$ cat src/rtl/hmmm_muldiv_if.sv
// Request/response bundle between the core controller and the iterative mul/div unit.
// The controller drives start/op/a/b and waits on ready/done; results are held by the unit.
interface hmmm_muldiv_if #(
    parameter int WIDTH = 8
) ();
    logic             start;
    logic [1:0]       op;
    logic [WIDTH-1:0] a;
    logic [WIDTH-1:0] b;
    logic             ready;
    logic             done;
    logic [WIDTH-1:0] result;
    logic             overflow;
    logic             divzero;

    modport master (
        output start, op, a, b,
        input  ready, done, result, overflow, divzero
    );

    modport slave (
        input  start, op, a, b,
        output ready, done, result, overflow, divzero
    );
endinterface

$ cat src/rtl/hmmm_muldiv.sv
// Iterative signed multiply/divide unit: operands are reduced to magnitudes, one
// shift-add or restoring-divide step runs per clock, and signs are re-applied at the end.
module hmmm_muldiv #(
    parameter int WIDTH = 8
) (
    input  logic            ph1,
    input  logic            reset,
    hmmm_muldiv_if.slave    bus
);
    localparam int CW = $clog2(WIDTH);
    localparam logic [1:0] OP_MUL  = 2'b00;
    localparam logic [1:0] OP_DIV  = 2'b01;
    localparam logic [1:0] OP_MOD  = 2'b10;
    localparam logic [1:0] OP_MULH = 2'b11;

    typedef enum logic [1:0] {
        S_IDLE  = 2'b00,
        S_CALC  = 2'b01,
        S_FIXUP = 2'b10,
        S_DONE  = 2'b11
    } state_t;

    state_t               state_q, state_d;
    logic [1:0]           op_q, op_d;
    logic                 sa_q, sa_d;
    logic                 sb_q, sb_d;
    logic                 dz_q, dz_d;
    logic [WIDTH-1:0]     opnd_q, opnd_d;
    logic [2*WIDTH-1:0]   p_q, p_d;
    logic [CW-1:0]        cnt_q, cnt_d;
    logic                 ready_q, ready_d;
    logic                 done_q, done_d;
    logic [WIDTH-1:0]     result_q, result_d;
    logic                 ovf_q, ovf_d;
    logic                 dzo_q, dzo_d;

    logic                 is_div_s;
    logic                 b_zero_s;
    logic                 calc_div_s;
    logic [WIDTH:0]       mul_sum_s;
    logic [WIDTH:0]       div_shift_s;
    logic                 div_take_s;
    logic [WIDTH-1:0]     div_diff_s;
    logic                 neg_s;
    logic [2*WIDTH-1:0]   prod_s;
    logic [WIDTH-1:0]     quo_s;
    logic [WIDTH-1:0]     rem_s;

    // Magnitude of a two's complement value; the most negative input maps to 2^(WIDTH-1) unsigned.
    function automatic logic [WIDTH-1:0] mag(input logic [WIDTH-1:0] v);
        logic [WIDTH-1:0] m;
        if (v[WIDTH-1]) begin
            m = ~v + WIDTH'(1);
        end else begin
            m = v;
        end
        return m;
    endfunction

    assign is_div_s   = (bus.op == OP_DIV) || (bus.op == OP_MOD);
    assign b_zero_s   = (bus.b == '0);
    assign calc_div_s = (op_q == OP_DIV) || (op_q == OP_MOD);

    // p_q holds {accumulator, multiplier} for multiply and {remainder, dividend/quotient} for divide.
    assign mul_sum_s   = {1'b0, p_q[2*WIDTH-1:WIDTH]} + (p_q[0] ? {1'b0, opnd_q} : {(WIDTH+1){1'b0}});
    assign div_shift_s = {p_q[2*WIDTH-1:WIDTH], p_q[WIDTH-1]};
    assign div_take_s  = (div_shift_s >= {1'b0, opnd_q});
    assign div_diff_s  = WIDTH'(div_shift_s - {1'b0, opnd_q});

    assign neg_s  = sa_q ^ sb_q;
    assign prod_s = neg_s ? (~p_q + (2*WIDTH)'(1)) : p_q;
    assign quo_s  = neg_s ? (~p_q[WIDTH-1:0] + WIDTH'(1)) : p_q[WIDTH-1:0];
    assign rem_s  = sa_q ? (~p_q[2*WIDTH-1:WIDTH] + WIDTH'(1)) : p_q[2*WIDTH-1:WIDTH];

    // State register.
    always_ff @(posedge ph1 or negedge reset) begin
        if (!reset) begin
            state_q <= S_IDLE;
        end else begin
            state_q <= state_d;
        end
    end

    // Next-state logic; divide by zero skips the iteration and only passes through FIXUP.
    always_comb begin
        state_d = state_q;
        case (state_q)
            S_IDLE: begin
                if (bus.start) begin
                    if (is_div_s && b_zero_s) begin
                        state_d = S_FIXUP;
                    end else begin
                        state_d = S_CALC;
                    end
                end else begin
                    state_d = S_IDLE;
                end
            end
            S_CALC: begin
                if (cnt_q == CW'(WIDTH - 1)) begin
                    state_d = S_FIXUP;
                end else begin
                    state_d = S_CALC;
                end
            end
            S_FIXUP: state_d = S_DONE;
            S_DONE:  state_d = S_IDLE;
            default: state_d = S_IDLE;
        endcase
    end

    // Datapath and output next values for each state.
    always_comb begin
        op_d     = op_q;
        sa_d     = sa_q;
        sb_d     = sb_q;
        dz_d     = dz_q;
        opnd_d   = opnd_q;
        p_d      = p_q;
        cnt_d    = cnt_q;
        result_d = result_q;
        ovf_d    = ovf_q;
        dzo_d    = dzo_q;
        ready_d  = (state_d == S_IDLE);
        done_d   = (state_d == S_DONE);
        case (state_q)
            S_IDLE: begin
                if (bus.start) begin
                    op_d  = bus.op;
                    sa_d  = bus.a[WIDTH-1];
                    sb_d  = bus.b[WIDTH-1];
                    dz_d  = is_div_s && b_zero_s;
                    cnt_d = '0;
                    if (is_div_s) begin
                        opnd_d = mag(bus.b);
                        p_d    = {{WIDTH{1'b0}}, mag(bus.a)};
                    end else begin
                        opnd_d = mag(bus.a);
                        p_d    = {{WIDTH{1'b0}}, mag(bus.b)};
                    end
                end else begin
                    cnt_d = cnt_q;
                end
            end
            S_CALC: begin
                cnt_d = cnt_q + CW'(1);
                if (calc_div_s) begin
                    if (div_take_s) begin
                        p_d = {div_diff_s, p_q[WIDTH-2:0], 1'b1};
                    end else begin
                        p_d = {div_shift_s[WIDTH-1:0], p_q[WIDTH-2:0], 1'b0};
                    end
                end else begin
                    p_d = {mul_sum_s, p_q[WIDTH-1:1]};
                end
            end
            S_FIXUP: begin
                ovf_d = 1'b0;
                dzo_d = 1'b0;
                if (dz_q) begin
                    result_d = '0;
                    dzo_d    = 1'b1;
                end else begin
                    case (op_q)
                        OP_MUL: begin
                            result_d = prod_s[WIDTH-1:0];
                            ovf_d    = (prod_s[2*WIDTH-1:WIDTH-1] != '0) &&
                                       (prod_s[2*WIDTH-1:WIDTH-1] != '1);
                        end
                        OP_MULH: result_d = prod_s[2*WIDTH-1:WIDTH];
                        OP_DIV: begin
                            // Only -2^(WIDTH-1) / -1 yields a positive quotient with the top bit set.
                            result_d = quo_s;
                            ovf_d    = !neg_s && p_q[WIDTH-1];
                        end
                        OP_MOD:  result_d = rem_s;
                        default: result_d = '0;
                    endcase
                end
            end
            S_DONE: begin
                cnt_d = '0;
            end
            default: begin
                cnt_d = '0;
            end
        endcase
    end

    // Operand, accumulator and output registers.
    always_ff @(posedge ph1 or negedge reset) begin
        if (!reset) begin
            op_q     <= 2'b00;
            sa_q     <= 1'b0;
            sb_q     <= 1'b0;
            dz_q     <= 1'b0;
            opnd_q   <= '0;
            p_q      <= '0;
            cnt_q    <= '0;
            ready_q  <= 1'b1;
            done_q   <= 1'b0;
            result_q <= '0;
            ovf_q    <= 1'b0;
            dzo_q    <= 1'b0;
        end else begin
            op_q     <= op_d;
            sa_q     <= sa_d;
            sb_q     <= sb_d;
            dz_q     <= dz_d;
            opnd_q   <= opnd_d;
            p_q      <= p_d;
            cnt_q    <= cnt_d;
            ready_q  <= ready_d;
            done_q   <= done_d;
            result_q <= result_d;
            ovf_q    <= ovf_d;
            dzo_q    <= dzo_d;
        end
    end

    assign bus.ready    = ready_q;
    assign bus.done     = done_q;
    assign bus.result   = result_q;
    assign bus.overflow = ovf_q;
    assign bus.divzero  = dzo_q;
endmodule
$ cat src/flat_wrapper.sv
// flat-port wrapper written by rule: the top's interface ports become plain ports
module hmmm_muldiv_flat 
#(
    parameter int WIDTH = 8
)
  (ph1, reset, bus_start, bus_op, bus_a, bus_b, bus_ready, bus_done, bus_result, bus_overflow, bus_divzero);
  hmmm_muldiv_if #(.WIDTH(WIDTH)) bus_i ();
  input  logic ph1;
  input  logic reset;
  input wire logic [$bits(bus_i.start)-1:0] bus_start;
  input wire logic [$bits(bus_i.op)-1:0] bus_op;
  input wire logic [$bits(bus_i.a)-1:0] bus_a;
  input wire logic [$bits(bus_i.b)-1:0] bus_b;
  output wire logic [$bits(bus_i.ready)-1:0] bus_ready;
  output wire logic [$bits(bus_i.done)-1:0] bus_done;
  output wire logic [$bits(bus_i.result)-1:0] bus_result;
  output wire logic [$bits(bus_i.overflow)-1:0] bus_overflow;
  output wire logic [$bits(bus_i.divzero)-1:0] bus_divzero;
  assign bus_i.start = bus_start;
  assign bus_i.op = bus_op;
  assign bus_i.a = bus_a;
  assign bus_i.b = bus_b;
  assign bus_ready = bus_i.ready;
  assign bus_done = bus_i.done;
  assign bus_result = bus_i.result;
  assign bus_overflow = bus_i.overflow;
  assign bus_divzero = bus_i.divzero;
  hmmm_muldiv #(.WIDTH(WIDTH)) u_core (.ph1(ph1), .reset(reset), .bus(bus_i));
endmodule
$ cat config.mk
export PLATFORM = sky130hd
export DESIGN_NAME = hmmm_muldiv_flat
export DESIGN_NICKNAME = d
export VERILOG_FILES = /design/src/rtl/hmmm_muldiv_if.sv /design/src/rtl/hmmm_muldiv.sv /design/src/flat_wrapper.sv
export SDC_FILE = /design/constraint.sdc
export NUM_CORES = 1
export LEC_CHECK = 0
export ABC_AREA = 1
export BUFFER_PORTS_ARGS = -buffer_cell sky130_fd_sc_hd__buf_2
export CAP_MARGIN = 30
export CELL_PAD_IN_SITES_DETAIL_PLACEMENT = 2
export CELL_PAD_IN_SITES_GLOBAL_PLACEMENT = 2
export CORE_UTILIZATION = 34
export CTS_CLUSTER_SIZE = 14
export DETAILED_ROUTE_END_ITERATION = 16
export GPL_TIMING_DRIVEN = 0
export HOLD_SLACK_MARGIN = 0.03
export PLACE_DENSITY_LB_ADDON = 0.1
export REMOVE_ABC_BUFFERS = 1
export SYNTH_ARGS = -nofsm -noshare
export SYNTH_HDL_FRONTEND = slang
export SYNTH_SLANG_ARGS = --single-unit
$ cat constraint.sdc
create_clock -name ph1 -period 3.1 [get_ports ph1]
set_clock_uncertainty 0.2 [all_clocks]
set_input_delay 0.62 -clock ph1 [delete_from_list [all_inputs] [get_ports ph1]]
set_output_delay 0.62 -clock ph1 [all_outputs]
set_load 0.01 [all_outputs]
==> results of run 1 <==
==> final timing paths <==
kind                                       endpoint                start  cells after the start  slack, ps
worst max-delay path                 u_core.p_q[13]        u_core.p_q[0]                     13        330
worst min-delay path            u_core.bus.overflow  u_core.bus.overflow                      2        280
worst max register to register       u_core.p_q[13]        u_core.p_q[0]                     13        330
worst min register to register  u_core.bus.overflow  u_core.bus.overflow                      2        280
max in group asynchronous          u_core.bus.ready                reset                      3       1580
min in group asynchronous            u_core.p_q[11]                reset                      2        540
==> registers in the layout, summed over array words and instances (netlist names) <==
register             cells
u_core.bus.done          1
u_core.op_q              2
u_core.bus.result        8
u_core.dz_q              1
u_core.state_q           2
u_core.bus.divzero       1
u_core.sa_q              1
u_core.p_q              16
u_core.cnt_q             3
u_core.opnd_q            8
u_core.sb_q              1
u_core.bus.overflow      1
u_core.bus.ready         1
==> cells in the final DEF, fill, tap and decap left out, types with 2 or more instances in the layout <==
cell type	Yosys	routed
o211ai_1	3	3
inv_4	2	2
nand4_1	5	5
xor2_1	18	18
inv_2	5	5
ha_1	26	26
o21ai_1	7	7
a21oi_2	5	5
a21oi_1	42	42
nand2_1	146	146
nor2_1	51	51
nand3_1	42	42
o21ai_0	62	62
o31ai_1	2	2
xnor2_1	6	6
fa_1	2	2
inv_1	72	72
nand2_2	11	11
nor3_1	6	6
nor2_2	6	6
clkbuf_16	0	5
o21ai_2	2	2
nand2_4	3	3
a22oi_1	3	3
buf_2	4	32
dfrtp_1	45	45
inv_6	0	3
a31oi_1	3	3
o22ai_1	4	4
a22o_1	2	2
==> critical path: cells and delay by family (launching register included) <==
kind                       cells  cell delay (ps)
DFF                            1              590
and+or+nand+nor                5              420
buffers and inverters          2              130
xor gates and xnor gates       1              150
adders and majority gates      2              590
AOI/OAI and AO/OA              3              620
==> metrics by stage <==
step	cells	power [mW]	worst slack, ps	hold WS [ps]
2_1_floorplan	592	4.10	818	124
3_3_place_gp	767	5.11	440	257
3_5_place_dp	768	5.34	332	268
4_1_cts	777	5.99	304	289
5_1_grt	777	6.58	70.0	312
6_report	777	5.92	331	284
==> cells by family after synthesis <==
family	after synthesis	synth area share
flip-flops	46	0.280
buffers and inverters	97	0.101
adder cells (fa/ha/maj)	28	0.0886
XOR/XNOR	24	0.0510
AND/OR/NAND/NOR	276	0.295
AO/OA/AOI/OAI	138	0.185
==> where the power goes <==
part / internal [mW] / total (mW) / leakage (nW) / switching (mW)
clock: 0.309 / 0.593 / 0.0752 / 0.284
combinational: 1.42 / 4.06 / 1.67 / 2.65
sequential: 0.890 / 1.26 / 0.571 / 0.370
==> per-layer routing <==
metal / vias to the layer above / wire length, um
met5: - / 0
met3: 10 / 369
met4: 0 / 157
met2: 37 / 7110
li1: 2038 / -
met1: 2083 / 6640
==> timing repair <==
item / 4_1_cts / 5_1_grt
setup buffers: 0 / 0
endpoints found under the hold margin: 8 / 0
hold buffers: 1 / 0
==> cell usage after synthesis, drive strengths merged, types with 3 or more instances <==
| cell | count | area [um^2] |
|---|---|---|
| nand2 | 161 | 671 |
| dfrtp | 45 | 1130 |
| nor2 | 58 | 240 |
| a31oi | 3 | 18.8 |
| inv | 80 | 313 |
| nand3 | 43 | 220 |
| o211ai | 3 | 22.5 |
| nor3 | 7 | 40.0 |
| xor2 | 18 | 158 |
| o21ai | 71 | 363 |
| a21oi | 47 | 254 |
| ha | 26 | 325 |
| clkbuf | 9 | 33.8 |
| nand4 | 5 | 31.3 |
| a22oi | 3 | 22.5 |
| o22ai | 4 | 25.0 |
| buf | 8 | 68.8 |
| xnor2 | 6 | 52.6 |
==> layout make-up <==
type                    instances  area [um^2]
well taps                     143          179
fillers                      1432         7070
clock buffers                   5          125
multi-input cells             466         2550
flip-flops and latches         46         1150
inverters                      80          313
repair buffers                 34          190
clock inverters                 3         26.3
==> qor.yml, run 1 <==
floorplanning:
  fp.dieArea_mm2: 0.0126
  row_count: 39
  start_util: 0.355
  core-area_mm2: 0.0116
  dieWidth_um: 112
  fp.dieH_um: 112
  ios: 33
setup_path:
  slowest_stage: "dfrtp_1"
  path_class: "reg -> reg"
  cpPeakStageDelay_ps: 590
  critPathRequiredTime_ps: 3140
  worst_path_most_repeated_cell: "nand2_1"
  start_kind: "flip-flop"
  path_cells: "nand2_1, inv_1, ha_1, inv_1, fa_1, o21ai_0, nand2_1, nand2_1, a21oi_1, xor2_1, a21oi_1, nand3_1, nand2_1"
  crit_arrival_ps: 2810
  cp_max_fo: 10
  cp-end-kind: "flip-flop"
logic_synthesis:
  synth_edf_count: 0
  synth-seq-cells: 46
  yosysWarningCount: 0
  synth_seq_area_share: 0.280
  syn_inst: 609
  synthFlopType: "dfrtp_1"
  syn_area_per_cell_um2: 6.77
  synth-async-reset-ratio: 1.00
  synth_area_mm2: 0.00412
  yosys.cell_types.count: 42
sta:
  setup_viol: 0
  fin_crit_sh: 0.893
  drv_slew: 0
  max_slew_margin: 0.499
  tightest_slew_ps: 751
  tns_ps: 0
  fmax_mhz: 361
  fin_crit_ps: 2770
  finalHoldViolations: 0
  grt_setup_unrepaired: "false"
power:
  ir_drop_mv: 0.396
  leakagePower_nw: 2.31
  power_density_mw_per_mm2: 1300
cts:
  cts_inserted_buffers: 5
  cts_resized: 0
  clkLatencyLatePin_ps: 300
  htreeDepth: 2
  root_buffer: "clkbuf_16"
  cts_sinks: 46
  cts_buffer_depth: 2
  cts_tree: "done"
  clk_pin_slew_ps: 80
global_route:
  antenna_found_initial: 0
  use_met2: 0.444
  grt_max_degree: 39
  met3_usage: 0.0281
  grt_remaining_overflow: 0
  grt-busiest-layer: "met2"
  use_met1: 0.316
  grt_pass1_vias: 4607
  grt_pass1_wl_um: 24100
  grt_use_total: 0.246
routing:
  vias: 4168
  postRouteAntennaNets: 0
  first_pass_iters: 4
  drt-initial-drc-count: 161
  postRouteWirelength_um: 14300
  drcViolationCount: 0
  vias_per_cell: 5.36
  wire_per_inst_um: 18.4
placed_design:
  dp_hpwl_um: 11500
  gp_congestion: 0.819
  portBuffers: 32
  dpl_cell_area_mm2: 0.00438
cells_and_area:
  area_growth_pct: 10.1
  utilization: 0.391
  design_area_mm2: 0.00454
  final_layout_size_suffix_gt1_frac: 0.129
  diodes: 0
  nets: 682
status:
  outcome: "finished clean"
worst_hold_path:
  hp-class: "reg -> reg"
job:
  drv_cap: 0
Note: power is estimated with default switching activity, not from simulation.
==> inputs of run 2 (changes only) <==
--- a/config.mk
+++ b/config.mk
@@ -10,13 +10,13 @@
 export CAP_MARGIN = 30
 export CELL_PAD_IN_SITES_DETAIL_PLACEMENT = 2
 export CELL_PAD_IN_SITES_GLOBAL_PLACEMENT = 2
-export CORE_UTILIZATION = 34
+export CORE_UTILIZATION = 37
 export CTS_CLUSTER_SIZE = 14
 export DETAILED_ROUTE_END_ITERATION = 16
 export GPL_TIMING_DRIVEN = 0
 export HOLD_SLACK_MARGIN = 0.03
 export PLACE_DENSITY_LB_ADDON = 0.1
-export REMOVE_ABC_BUFFERS = 1
+export SLEW_MARGIN = 20
 export SYNTH_ARGS = -nofsm -noshare
 export SYNTH_HDL_FRONTEND = slang
 export SYNTH_SLANG_ARGS = --single-unit
==> constraint.sdc (replaced) <==
create_clock -name ph1 -period 3.39 [get_ports ph1]
set_clock_uncertainty 0.2 [all_clocks]
set_input_delay 0.678 -clock ph1 [delete_from_list [all_inputs] [get_ports ph1]]
set_output_delay 0.678 -clock ph1 [all_outputs]
set_load 0.01 [all_outputs]
==> run 2 against run 1 <==
Largest power group unchanged. Largest cell class unchanged. Sequential share of layout area decreased by 0.091 points. Combinational power down 3%. Critical endpoint unchanged. Cell count increased by 1.5%. Via count is 2.4% higher. Non-clock buffer count up 15. Die area shrank 8.0%. Sequential power shrank 13%.
==> qor.yml, run 2 (same netlist as run 1, synthesis figures left out) <==
cells_and_area:
  largest_reg_flops: 16
  nets: 697
  final_cell_mix: "nand2_1, inv_1, o21ai_0, nor2_1, dfrtp_1"
  design_area_mm2: 0.00456
  fillCellCount: 1337
  area_growth_pct: 10.5
  final_common_cell: "nand2_1"
  diodes: 0
  top_register: "u_core.p_q"
  final_layout_size_suffix_gt1_frac: 0.137
power:
  intPower_mw: 2.35
  leakagePower_nw: 2.32
  p_seq_frac: 0.204
  ir_drop_mv: 0.459
  p_sw_frac: 0.567
  clock_power_share: 0.074
  power_density_mw_per_mm2: 1190
  switching_power_mw: 3.07
  comb_power_share: 0.723
cts:
  postCtsSetupRepairBufs: 0
  cts_hold_buf: 0
  cts_tree: "done"
  clkLatencyLatePin_ps: 320
  htreeDepth: 2
  cts_inserted_buffers: 5
  cts_buffer_depth: 2
  root_buffer: "clkbuf_8"
  cts_sinks: 46
  clk_pin_slew_ps: 110
  cts_resized: 0
global_route:
  grt_remaining_overflow: 0
  grt-busiest-layer: "met2"
  grt_max_degree: 47
  met3_usage: 0.0339
  grt_pass1_vias: 4653
  use_met1: 0.341
  use_met2: 0.489
  antenna_found_initial: 0
  grt_use_total: 0.271
  grt_pass1_wl_um: 24000
routing:
  wire_per_inst_um: 18.4
  postRouteAntennaNets: 0
  first_pass_iters: 4
  vias_per_cell: 5.41
  drt-initial-drc-count: 203
  postRouteWirelength_um: 14500
  drcViolationCount: 0
  vias: 4267
floorplanning:
  ios: 33
  row_count: 38
  core-area_mm2: 0.0108
  dieWidth_um: 108
  fp.dieH_um: 108
  start_util: 0.380
  fp.dieArea_mm2: 0.0116
placed_design:
  gp_congestion: 0.846
  dp_hpwl_um: 11900
  portBuffers: 32
  dpl_cell_area_mm2: 0.00446
status:
  outcome: "finished clean"
setup_path:
  rrSetupSlack_ps: 740
  start_kind: "flip-flop"
  path_class: "reg -> reg"
  r2r_start: "u_core.p_q[0]"
  cp_max_fo: 10
  cp-end-kind: "flip-flop"
  worstReg2RegEnd: "u_core.p_q[13]"
  rr_worst_depth: 14
  crit_arrival_ps: 2720
  critPathRequiredTime_ps: 3460
sta:
  finalHoldViolations: 0
  max_slew_margin: 0.562
  drv_slew: 0
  fmax_mhz: 377
  fin_crit_ps: 2650
  fin_crit_sh: 0.782
  setup_viol: 0
  tns_ps: 0
  tightest_slew_ps: 657
  grt_setup_unrepaired: "false"
job:
  drv_cap: 0
logic_synthesis:
  synth_nets: 658
worst_hold_path:
  hp-class: "in -> async"
==> run 2: final cells by class <==
| cell class | count | area, um^2 | area share |
|---|---|---|---|
| clock inverters | 3 | 27.5 | 0.00604 |
| well taps | 140 | 175 | 0.0384 |
| inverters | 80 | 313 | 0.0686 |
| multi-input cells | 466 | 2550 | 0.561 |
| plain buffers | 17 | 103 | 0.0225 |
| repair buffers | 32 | 163 | 0.0357 |
| flip-flops and latches | 46 | 1150 | 0.253 |
| clock buffers | 5 | 68.8 | 0.0151 |
==> run 2: worst max path at each step <==
stage | start | end | cells past startpoint
floorplan | u_core.p_q[0] | u_core.p_q[13] | 14
global placement | u_core.p_q[0] | u_core.p_q[13] | 14
detailed placement | u_core.p_q[0] | u_core.p_q[13] | 14
CTS | u_core.p_q[0] | u_core.p_q[13] | 14
global route | u_core.p_q[0] | u_core.p_q[13] | 14
finish | u_core.p_q[0] | u_core.p_q[13] | 14
==> run 2: metal layers <==
metal | vias up | wire, um
met5 | - | 0
met3 | 15 | 390
met4 | 0 | 169
met1 | 2130 | 6530
met2 | 55 | 7430
li1 | 2067 | -
==> run 2: power groups by stage <==
stage               Combinational, mW  Clock [mW]  Sequential, mW
finish                           3.92       0.399            1.10
global route                     4.40       0.431            1.14
CTS                              3.94       0.413            1.11
detailed placement               3.91           0            1.11
global placement                 3.71           0            1.10
floorplan                        2.82           0            1.04
==> run 2: per-stage QoR <==
step	power [mW]	instances	hold WS, ps	setup slack (ps)	utilization
5_1_grt	5.97	789	203	526	0.420
3_3_place_gp	4.81	781	261	878	0.411
6_report	5.42	789	155	740	0.420
2_1_floorplan	3.86	609	182	1190	-
3_5_place_dp	5.02	781	272	773	0.411
4_1_cts	5.46	789	190	751	0.420
==> run 2: worst max-delay path, stage by stage (launching register included) <==
cell and delay [ps]:
dfrtp_1 360, buf_6 150, nand2_1 60, inv_1 50, ha_1 180, inv_1 70
fa_1 410, o21ai_0 390, nand2_1 110, nand2_1 90, a21oi_1 90, xor2_1 150
a21oi_1 140, nand3_1 90, nand2_1 60
==> inputs of run 3 (changes only) <==
--- a/config.mk
+++ b/config.mk
@@ -5,12 +5,12 @@
 export SDC_FILE = /design/constraint.sdc
 export NUM_CORES = 1
 export LEC_CHECK = 0
-export ABC_AREA = 1
+export ABC_AREA = 0
 export BUFFER_PORTS_ARGS = -buffer_cell sky130_fd_sc_hd__buf_2
 export CAP_MARGIN = 30
 export CELL_PAD_IN_SITES_DETAIL_PLACEMENT = 2
 export CELL_PAD_IN_SITES_GLOBAL_PLACEMENT = 2
-export CORE_UTILIZATION = 37
+export CORE_UTILIZATION = 33
 export CTS_CLUSTER_SIZE = 14
 export DETAILED_ROUTE_END_ITERATION = 16
 export GPL_TIMING_DRIVEN = 0
==> constraint.sdc (replaced) <==
create_clock -name ph1 -period 2.15 [get_ports ph1]
set_clock_uncertainty 0.2 [all_clocks]
set_input_delay 0.43 -clock ph1 [delete_from_list [all_inputs] [get_ports ph1]]
set_output_delay 0.43 -clock ph1 [all_outputs]
set_load 0.01 [all_outputs]
==> run 3 against run 2 <==
The run now ends with negative setup slack left. Clock-buffer cell count did not move. Sequential share of layout area decreased by 5.0 points. Sequential power is 64% higher. Flip-flop and latch count unchanged. Routed wire length grew 29%. Register-to-register slack lost 1300 ps. Die area grew 13%. Non-clock buffer count grew 48. First-iteration DRC count rose by 15%. Utilization is 5.1 points higher. Critical path type unchanged. Largest power group unchanged. Highest routed layer unchanged.
==> qor.yml, run 3 <==
status:
  outcome: "complete, but fails checks"
  violations: "negative setup slack"
cts:
  cts_tree: "done"
  htreeDepth: 2
  cts_buffer_depth: 2
  clkLatencyLatePin_ps: 310
  cts_inserted_buffers: 5
  clk_pin_slew_ps: 90
  cts_sinks: 46
  root_buffer: "clkbuf_16"
setup_path:
  cp_max_fo: 3
  crit_arrival_ps: 2640
  cp-end-kind: "flip-flop"
  cpPeakStageDelay_ps: 450
  path_class: "reg -> reg"
  critPathRequiredTime_ps: 2090
  slowest_stage: "dfrtp_2"
  start_kind: "flip-flop"
  path_cells: "buf_6, buf_4, ha_2, inv_1, fa_2, nor2b_1, o31ai_2, nand2b_1, a21oi_2, xor2_1, o221ai_1"
routing:
  wire_per_inst_um: 24.3
  vias: 4549
  drcViolationCount: 0
  postRouteAntennaNets: 0
  postRouteWirelength_um: 18700
  vias_per_cell: 5.91
  first_pass_iters: 5
  drt-initial-drc-count: 234
cells_and_area:
  final_cell_mix: "nand2_1, nor2_1, o21ai_0, dfrtp_1, buf_4"
  final_layout_size_suffix_gt1_frac: 0.336
  nets: 650
  area_growth_pct: 37.2
  top_register: "u_core.p_q"
  largest_reg_flops: 16
  final_common_cell: "nand2_1"
  diodes: 0
sta:
  tightest_slew_ps: 835
  fin_ws_ps: -554
  fmax_mhz: 370
  drv_slew: 0
  fin_crit_ps: 2700
  setup_viol: 18
  max_slew_margin: 0.439
  finalHoldViolations: 0
  fin_crit_sh: 1.26
  grt_setup_unrepaired: "true"
logic_synthesis:
  syn_area_per_cell_um2: 7.88
  yosysTopAreaCellShare: 0.270
  ys_top_cells_by_count: "nand2_1, nor2_1, o21ai_0"
  synthFlopType: "dfrtp_1"
  syn_inst: 530
  yosysMostFrequentCell: "nand2_1"
  yosysWarningCount: 0
  synth-seq-cells: 46
  synth_seq_area_share: 0.276
  synth_nets: 579
  yosys-top-cells-area: "dfrtp_1, ha_1, o21ai_0"
  synth-async-reset-ratio: 1.00
  synth_top_cell_by_area: "dfrtp_1"
  yosys.cell_types.count: 69
  synth_area_mm2: 0.00418
  synth_edf_count: 0
power:
  power_density_mw_per_mm2: 1990
  leakagePower_nw: 2.39
  p_total_mw: 11.4
  ir_drop_mv: 0.549
floorplanning:
  row_count: 40
  fp.dieArea_mm2: 0.0131
  ios: 33
  dieWidth_um: 115
  start_util: 0.343
  fp.dieH_um: 115
  core-area_mm2: 0.0122
global_route:
  grt_pass1_wl_um: 27400
  grt_pass1_vias: 4908
  grt_remaining_overflow: 0
  grt_use_total: 0.272
  antenna_found_initial: 0
  grt_max_degree: 47
job:
  drv_cap: 0
placed_design:
  dp_hpwl_um: 11900
  pre_cts_ws_ps: -1010
  portBuffers: 29
  gp_congestion: 0.806
worst_hold_path:
  hp-class: "in -> reg"
run 3: cell count changes in the layout (fill, tap and decap cells not counted), sizes merged, moves of 8 or more:
cell | before | now
a21oi | 47 | 37
buf | 40 | 77
clkbuf | 14 | 24
inv | 82 | 29
mux2i | 0 | 9
nand2 | 161 | 58
nand2b | 0 | 8
nand3 | 43 | 4
nor4 | 0 | 8
o21ai | 71 | 50
xnor2 | 6 | 18
run 3: where the power goes:
part           internal, mW  switching [mW]  leakage (nW)
Clock                 0.448           0.410        0.0763
Sequential             1.28           0.522         0.559
Combinational          3.84            4.91          1.75
Total                  5.56            5.84          2.39
run 3: timing repair:
item                       4_1_cts  5_1_grt
hold buffers                     1        0
setup endpoints to repair       30       28
resized for setup               92       72
pin swaps                       19       38
hold endpoints to repair        45        0
buffers inserted                28       13
run 3: path summary, 6_finish.rpt:
check | from | endpoint | slack, ps | cells after the start
min in group asynchronous | reset | u_core.p_q[1] | 500 | 2
min reg2reg | u_core.bus.divzero | u_core.bus.divzero | 290 | 2
min | bus_op[1] | u_core.op_q[1] | 170 | 3
max in group asynchronous | reset | u_core.p_q[11] | 760 | 2
max | u_core.p_q[8] | u_core.p_q[13] | -550 | 11
max reg2reg | u_core.p_q[8] | u_core.p_q[13] | -550 | 11
run 3: layer usage:
| metal | wire, um | vias to the layer above | track usage |
|---|---|---|---|
| met1 | 8120 | 2333 | 0.358 |
| met3 | 615 | 30 | 0.0212 |
| met2 | 9570 | 106 | 0.479 |
| li1 | - | 2080 | - |
| met4 | 398 | 0 | 0.0745 |
| met5 | 0 | - | 0 |
run 3: metrics by stage:
step                TNS [ps]  utilization  area, um^2  cells  hold slack [ps]
finish                 -6320        0.471        5730    770              170
global route           -7440        0.471        5730    770              181
CTS                    -6350        0.435        5290    758              161
detailed placement    -14450        0.377        4590    728              282
global placement      -15080        0.376        4580    727              253
floorplan              -3940            -        4220    530            -65.6
run 3: area by class of cell:
cell class,instances,area (um^2)
fill,1321,6430
multi-input combinational,422,3400
sequential,46,1160
timing repair buffer,72,520
tap,168,210
buffer,25,156
inverter,29,129
clock buffer,5,125
clock inverter,3,28.8
run 3: logic make-up after synthesis:
logic type | Yosys count | share of synthesized area
xor gates and xnor gates | 32 | 0.0671
adders and majority gates | 28 | 0.0875
buffers and inverters | 62 | 0.0578
and+or+nand+nor | 170 | 0.188
DFF | 46 | 0.276
AOI/OAI and AO/OA | 178 | 0.287
muxes | 14 | 0.0359
run 3: critical path, delay by kind of cell (launching register included):
kind	cells	cell delay (ps)
fa+ha+maj	2	400
flops	1	450
xor+xnor	1	180
compound gates	3	690
simple gates	2	240
buf+inv	3	360
